## config.mk

```make
export PLATFORM = sky130hd
export DESIGN_NAME = io_out_buffer
export DESIGN_NICKNAME = d
export VERILOG_FILES = /design/src/rtl/io_out_buffer.sv
export SDC_FILE = /design/constraint.sdc
export NUM_CORES = 1
export LEC_CHECK = 0
export ABC_AREA = 1
export BUFFER_PORTS_ARGS = -buffer_cell sky130_fd_sc_hd__buf_2
export CELL_PAD_IN_SITES_DETAIL_PLACEMENT = 1
export CELL_PAD_IN_SITES_GLOBAL_PLACEMENT = 2
export CORE_MARGIN = 10
export CORE_UTILIZATION = 43
export CTS_CLUSTER_SIZE = 30
export DETAILED_ROUTE_END_ITERATION = 6
export GPL_TIMING_DRIVEN = 1
export HOLD_SLACK_MARGIN = 0.08
export PLACE_DENSITY = 0.88
export REMOVE_ABC_BUFFERS = 1
export SLEW_MARGIN = 20
export SYNTH_ARGS = -nofsm -noshare
export SYNTH_HDL_FRONTEND = slang
export SYNTH_SLANG_ARGS = --single-unit
```

## constraint.sdc

```tcl
create_clock -name clk_in -period 6.9 [get_ports clk_in]
set_clock_uncertainty 0.15 [all_clocks]
set_input_delay 0 -clock clk_in [delete_from_list [all_inputs] [get_ports clk_in]]
set_output_delay 0 -clock clk_in [all_outputs]
set_load 0.01 [all_outputs]
```

## src/rtl/io_out_buffer.sv

```systemverilog
// io_out_buffer: memory-mapped character output buffer.
// CPU writes at offset 0 queue a byte into a circular FIFO; a write at offset 4
// requests program end. Bytes drain through a single output register over a
// valid/ready stream, and done_out rises once everything has been handed off.
module io_out_buffer #(
    parameter int DEPTH_LOG2 = 4
) (
    input  logic                  clk_in,
    input  logic                  rst_in,
    input  logic                  rdy_in,
    input  logic                  io_wr_in,
    input  logic [2:0]            io_addr_in,
    input  logic [7:0]            io_data_in,
    output logic                  io_full_out,
    output logic [7:0]            tx_data_out,
    output logic                  tx_valid_out,
    input  logic                  tx_ready_in,
    output logic [DEPTH_LOG2:0]   count_out,
    output logic                  overflow_out,
    output logic                  done_out
);

    localparam int DATA_W = 8;
    localparam int DEPTH  = 1 << DEPTH_LOG2;

    localparam logic [1:0] ST_RUN   = 2'd0;
    localparam logic [1:0] ST_DRAIN = 2'd1;
    localparam logic [1:0] ST_DONE  = 2'd2;

    localparam logic [DEPTH_LOG2:0]   FULL_CNT = {1'b1, {DEPTH_LOG2{1'b0}}};
    localparam logic [DEPTH_LOG2:0]   CNT_ONE  = {{DEPTH_LOG2{1'b0}}, 1'b1};
    localparam logic [DEPTH_LOG2-1:0] PTR_ONE  = {{(DEPTH_LOG2-1){1'b0}}, 1'b1};

    logic [DATA_W-1:0]     mem [DEPTH];
    logic [DEPTH_LOG2-1:0] wptr;
    logic [DEPTH_LOG2-1:0] rptr;
    logic [DEPTH_LOG2:0]   count;
    logic [1:0]            state;

    // Output register stage
    logic [DATA_W-1:0]     data_p1;
    logic                  vld_p1;

    logic char_wr;
    logic end_wr;
    logic is_full;
    logic push;
    logic drop;
    logic pop;
    logic out_clear;
    logic drained;

    // Decode the CPU write and the stream handshake for this cycle.
    always_comb begin
        char_wr   = rdy_in && io_wr_in && (io_addr_in == 3'd0);
        end_wr    = rdy_in && io_wr_in && (io_addr_in == 3'd4);
        is_full   = (count == FULL_CNT);
        // No bypass at full: a write while full is dropped even if a pop happens.
        push      = char_wr && (state == ST_RUN) && !is_full;
        drop      = char_wr && ((state != ST_RUN) || is_full);
        pop       = rdy_in && (count != '0) && (!vld_p1 || tx_ready_in);
        out_clear = rdy_in && vld_p1 && tx_ready_in && (count == '0);
        drained   = (count == '0) && !vld_p1;
    end

    // FIFO storage write; contents need no reset because count gates reads.
    always_ff @(posedge clk_in) begin
        if (push) begin
            mem[wptr] <= io_data_in;
        end
    end

    // Pointers and occupancy.
    always_ff @(posedge clk_in) begin
        if (rst_in) begin
            wptr  <= '0;
            rptr  <= '0;
            count <= '0;
        end else begin
            if (push) begin
                wptr <= wptr + PTR_ONE;
            end
            if (pop) begin
                rptr <= rptr + PTR_ONE;
            end
            case ({push, pop})
                2'b10:   count <= count + CNT_ONE;
                2'b01:   count <= count - CNT_ONE;
                default: count <= count;
            endcase
        end
    end

    // Output register: load the head byte, clear on the last handshake, else hold.
    always_ff @(posedge clk_in) begin
        if (rst_in) begin
            data_p1 <= '0;
            vld_p1  <= 1'b0;
        end else if (pop) begin
            data_p1 <= mem[rptr];
            vld_p1  <= 1'b1;
        end else if (out_clear) begin
            vld_p1  <= 1'b0;
        end
    end

    // Program-end state machine: RUN -> DRAIN -> DONE (terminal until reset).
    always_ff @(posedge clk_in) begin
        if (rst_in) begin
            state <= ST_RUN;
        end else if (rdy_in) begin
            case (state)
                ST_RUN:   if (end_wr)  state <= ST_DRAIN;
                ST_DRAIN: if (drained) state <= ST_DONE;
                ST_DONE:  state <= ST_DONE;
                default:  state <= ST_RUN;
            endcase
        end
    end

    // Sticky status flags; done_out follows the DONE state by one edge.
    always_ff @(posedge clk_in) begin
        if (rst_in) begin
            overflow_out <= 1'b0;
            done_out     <= 1'b0;
        end else if (rdy_in) begin
            if (drop) begin
                overflow_out <= 1'b1;
            end
            if (state == ST_DONE) begin
                done_out <= 1'b1;
            end
        end
    end

    assign io_full_out  = is_full;
    assign count_out    = count;
    assign tx_data_out  = data_p1;
    assign tx_valid_out = vld_p1;

endmodule

```

* Word level (Yosys, flattened, before mapping)
Memories as Yosys holds them, arrays and structs flattened. A register that Yosys moved wholly into a read port is not among the register bits.
Index checks and enable logic that the tools add are counted.
** Cells by class
- Eq/ne operators :: 8
- Mux-type cells :: 8
- Reductions and logical operators :: 26
- Add/subtract/negate cells :: 4
** Operators with widths (count)
- logical AND 1 bit :: 12
- case mux 5 bit (2 select lines) :: 1
- adder 4 x 1 -> 4 bit (second input constant) :: 2
- case mux 2 bit (3 select lines) :: 1
- nonzero test 2 bit :: 3
- adder 5 x 1 -> 5 bit (second input constant) :: 1
- == test 5 bit (second input constant) :: 1
- zero test 5 bit :: 1
- nonzero test 5 bit :: 1
- subtractor 5 x 1 -> 5 bit (second input constant) :: 1
- == test 2 x 1 -> 1 bit (second input constant) :: 2
- == test 2 bit (second input constant) :: 2
- 2-to-1 mux 1 bit :: 4
- 2-to-1 mux 2 bit :: 2
- != test 2 bit (second input constant) :: 2
- AND reduction 2 bit :: 2
- == test 3 bit (second input constant) :: 1
- zero test 3 bit :: 1
- AND reduction 3 bit :: 1
- zero test 1 bit :: 2
- zero test 2 bit :: 1
- logical OR 1 bit :: 2
** Storage, ports and cells
- Register bits after elaboration :: 18
- Input port bits :: 16
- Bits in writable memories :: 128
- Output and inout bits :: 17
- Logic and storage cells :: 54
- Memories kept :: 1
** Memories
- mem :: depth 16, width 8, read ports 1, clocked after Yosys merged registers in 1, wr ports 1, RTL line 34 : logic [DATA_W-1:0] mem [DEPTH];

* Longest topological paths before layout
- Word-level depth :: 6
- Gate-level depth with buffers :: 16
- Gate-level depth less buffers :: 16

* Worst setup path before layout
OpenSTA, ideal clock, no wires.
- Path type :: reg-to-reg
- Start point :: reg count[0], in the netlist count_out[0]
- End point :: reg count[4], in the netlist count_out[4]
- Data required time :: 6.616 ns
- Clock period less this slack :: 2.274 ns
- Library setup time :: 0.134 ns
- Slack :: 4.626 ns
- Arrival time :: 1.990 ns
- Buffers on the path :: 0
- Stages on the path, launching flop included :: 17
- Cell sequence :: dfxtp_1 nor2_1 nand3_1 nand2_1 nor2_8 inv_2 ha_1 xor2_1 ha_1 inv_1 nand2_1 nand3_1 nand2_1 nand2_1 nand2_1 nand2_1 a21oi_1
** Between the ends
- Longest elaborated chain between the ends :: 5
- Elaborated cells between the ends (all ways) :: 12
- Those cells by class :: 2 x add/sub; 3 x eq/ne; 1 x mux; 6 x reduce/logical
** Ends and longest elaborated chain
- start, declared :: RTL line 37 : logic [DEPTH_LOG2:0] count;
- start signal, assigned :: RTL line 87 : 2'b10: count <= count + CNT_ONE;
- start signal, assigned :: RTL line 88 : 2'b01: count <= count - CNT_ONE;
- start signal, assigned :: RTL line 89 : default: count <= count;
- == test 5 bit or nonzero test 5 bit (tied branches) :: RTL line 57, 61
- zero test 1 bit or logical AND 1 bit (tied branches) :: RTL line 59, 61
- logical AND 1 bit (on tied branches) :: RTL line 59, 61
- == test 2 x 1 -> 1 bit or == test 2 bit (tied branches) :: RTL line 86 : case ({push, pop})
- case mux 5 bit (2 select lines) or nonzero test 2 bit (tied branches)
Parallel ways exist; a longest one is shown, timed or not.
A chain may end at the register's enable or synchronous reset.

* Final worst setup path
- Start point :: in io_addr_in[0]
- End point :: reg count[4], in the netlist count_out[4]
** Between the ends
- Longest elaborated chain between the ends :: 6
- Elaborated cells between the ends (all ways) :: 8
- Those cells by class :: 2 x eq/ne; 1 x mux; 5 x reduce/logical
** Ends and longest elaborated chain
- start, declared :: RTL line 12 : input logic [2:0] io_addr_in,
- zero test 3 bit * :: RTL line 55 : char_wr = rdy_in && io_wr_in && (io_addr_in == 3'd0);
- logical AND 1 bit * :: RTL line 55
- logical AND 1 bit * (2 in a row) :: RTL line 59 : push = char_wr && (state == ST_RUN) && !is_full;
- == test 2 x 1 -> 1 bit or == test 2 bit (tied branches) :: RTL line 86
- case mux 5 bit (2 select lines) or nonzero test 2 bit (tied branches)
Mark *: on every way between the ends. The rest lies on a longest branch, timed or not.

==> impl_metrics.yaml <==
setup_path:
  crit_path_frequent_cell: "nand2_1"
  end_kind: "flop"
  max_stage_delay_ns: 0.65
  path_class: "primary input to flop"
  cp-start-kind: "primary input"
  cp_cell_sequence: "dlygate4sd3_1 > buf_2 > nor2_1 > nand3b_4 > dlygate4sd3_1 > nor2_8 > inv_2 > ha_1 > xor2_1 > ha_1 > inv_1 > nand2_1 > nand3_1 > nand2_1 > nand2_1 > nand2_1 > nand2_1 > a21oi_1"
  crit_fanout: 7
  path_buf_inv: 5
  critPathTopFamily: "buffers and inverters"
  startpoint: "io_addr_in[0]"
  required_ns: 7.11
  r2r_start: "count_out[0]$_SDFFE_PP0P_"
  slowest_stage: "dlygate4sd3_1"
  worstPathArrival_ns: 3.21
drt:
  via_per_inst: 4.99
  wl_per_cell_um: 17.7
  num_vias: 4866
  wirelength_um: 17300
  dr.pass1.iters: 4
  remaining_drc_errors: 0
  drtIter0Drc: 297
  postRouteAntennaNets: 0
timing:
  rsz0062_at_grt: "false"
  timing.final.max_slew_violations: 0
  fin_setup_tns_ns: 0
  max_freq_mhz: 333
  worst_pin_slew_ns: 1.02
  setup_slack_ns: 3.90
  period_minus_slack_ns: 3.00
  period_share_pct: 43.5
  setup_viol: 0
  hold_viol_final: 0
  relSlewSlack_pct: 32.1
layout:
  regArea_mm2: 0.00437
  fillers: 1787
  multi_input_area_mm2: 0.00197
  design_area_mm2: 0.00790
  area_delta_synth_final_pct: 14.4
  diodes: 0
  layout.nets: 774
  drive_gt1_share_pct: 10.4
cts:
  root_buffer: "clkbuf_16"
  cts.htree.levels: 4
  clkSlewWorstSetupHoldPaths_ns: 0.07
  max-clock-path-buffers: 2
  cts_sinks: 154
  cts-resized-gates: 0
  numCtsBuffers: 17
  insertion_delay_ns: 0.43
  cts_tree: "done"
synth:
  syn_avg_cell_area_um2: 9.82
  synth.most_common_cell: "nand2_1"
  synthArstFlopShare_pct: 0
  yosysTopAreaCellShare_pct: 55.7
  ys_top_cells_by_area: "edfxtp_1, nand2_1, dfxtp_1, nand3_1, inv_1"
  syn-instance-count: 703
  ys_seq_area_share_pct: 63.2
  ys_warn_count: 0
  synth_top_cells_by_count: "nand2_1, edfxtp_1, nand3_1"
  synth_area_mm2: 0.00690
  synth_top_area_cell: "edfxtp_1"
  synth_edf_count: 128
  synth_seq_cells: 154
  synth_cell_type_count: 31
  synth_ff_type: "edfxtp_1"
placed_design:
  post-place-ws_ns: 4.12
  portBuffers: 32
  dpl.hpwl_um: 10700
  gp_congestion: 0.795
  placed_cell_area_mm2: 0.00715
power:
  p_seq_share_pct: 40.0
  p_int_mw: 1.76
  power_frac_comb_pct: 27.7
  p_sw_share_pct: 35.3
  p_per_area_mw_per_mm2: 345
  p_clk_share_pct: 32.3
  irDropWorstVdd_uv: 173
  netSwitchingPower_mw: 0.960
  total_power_mw: 2.72
  leakagePower_nw: 3.37
die:
  initial_core_util_pct: 43.6
  fp-row-count: 46
  die_w_um: 147
  coreArea_mm2: 0.0158
  io_pins: 33
  die_height_um: 147
  dieArea_mm2: 0.0215
grt:
  grt_usage_pct: 16.6
  grt_pass1_wl_um: 27700
  antenna_found_initial: 0
  gr-total-overflow: 0
  grt_pass1_vias: 5108
  grt_max_degree: 70
hold_path:
  hp-start: "rdy_in"
  hold_path_class: "primary input to flop"
run:
  cap_violations: 0
run_status:
  status: "complete, no violations"
==> worst register-to-register path, delay by kind of cell (launching register included) <==
kind / cells / cell delay, ns
adders and majority gates: 2 / 0.60
xor gates and xnor gates: 1 / 0.23
AOI/OAI and AO/OA: 1 / 0.11
and+or+nand+nor: 10 / 1.16
DFF: 1 / 0.42
buffers and inverters: 1 / 0.04
==> sequential cells by signal, indices dropped and copies added (netlist names) <==
register	count
tx_data_out	8
rptr	4
overflow_out	1
done_out	1
tx_valid_out	1
wptr	4
state	2
mem	128
count_out	5
==> area by class of cell <==
cell class | count | area share (%)
Sequential cell | 154 | 55.2
Inverter | 99 | 4.73
Timing Repair Buffer | 53 | 4.62
Tap cell | 216 | 3.42
Clock inverter | 15 | 1.68
Multi-Input combinational cell | 421 | 24.9
Clock buffer | 17 | 5.38
==> cells in the final DEF, fill, tap and decap left out, drive strengths merged <==
| cell type | n |
|---|---|
| o21a | 8 |
| o21ai | 7 |
| xor2 | 5 |
| o21bai | 1 |
| a21boi | 1 |
| clkinvlp | 1 |
| xnor2 | 1 |
| nand3 | 100 |
| edfxtp | 128 |
| dlygate4sd3 | 19 |
| nor2 | 29 |
| nand4 | 2 |
| a21oi | 15 |
| clkbuf | 17 |
| ha | 12 |
| inv | 105 |
| buf | 34 |
| dfxtp | 26 |
| nand3b | 2 |
| clkinv | 8 |
| nand2 | 238 |
==> kinds of logic (layout without fill, tap and decap cells) <==
family	Yosys count	in the layout	synth area share, %
and+or+nand+nor	371	371	22.8
AOI/OAI and AO/OA	32	32	2.74
xor gates and xnor gates	6	6	0.761
DFF	154	154	63.2
adders and majority gates	12	12	2.17
buffers and inverters	128	184	8.28
==> what timing repair did <==
| item | in CTS | in global routing |
|---|---|---|
| setup buffers | 0 | 0 |
| hold buffers | 19 | 0 |
| endpoints found under the hold margin | 153 | 0 |
==> power groups by stage <==
stage	Clock, mW	Sequential [mW]	Combinational, mW
final	0.879	1.09	0.755
after global placement	0	1.11	0.720
after global routing	0.935	1.09	0.863
after detailed placement	0	1.11	0.746
after CTS	0.895	1.09	0.767
after floorplan	0	1.16	0.437
==> worst paths after layout <==
kind / cells after the start / to / slack, ns
hold / removal: 4 / done_out$_SDFFE_PP0P_ / 0.32
setup reg to reg: 15 / count_out[4]$_SDFFE_PP0P_ / 4.11
hold reg to reg: 2 / overflow_out$_SDFFE_PP0P_ / 0.32
setup / recovery: 18 / count_out[4]$_SDFFE_PP0P_ / 3.90
==> stage by stage <==
step,utilization [%],std cells,hold slack [ns]
finish,49.9,975,0.322
global route,49.9,975,0.344
CTS,49.9,975,0.307
detailed placement,45.2,924,0.151
global placement,45.2,924,0.153
floorplan,-,674,-0.0876
==> layer usage <==
metal / track usage [%] / vias to the layer above / wire (um)
met3: 2.92 / 20 / 661
li1: - / 2367 / -
met4: 5.56 / 0 / 195
met1: 20.9 / 2408 / 7640
met5: 0 / - / 0
met2: 28.1 / 71 / 8800
No activity file was read; power rests on OpenSTA's default activity.
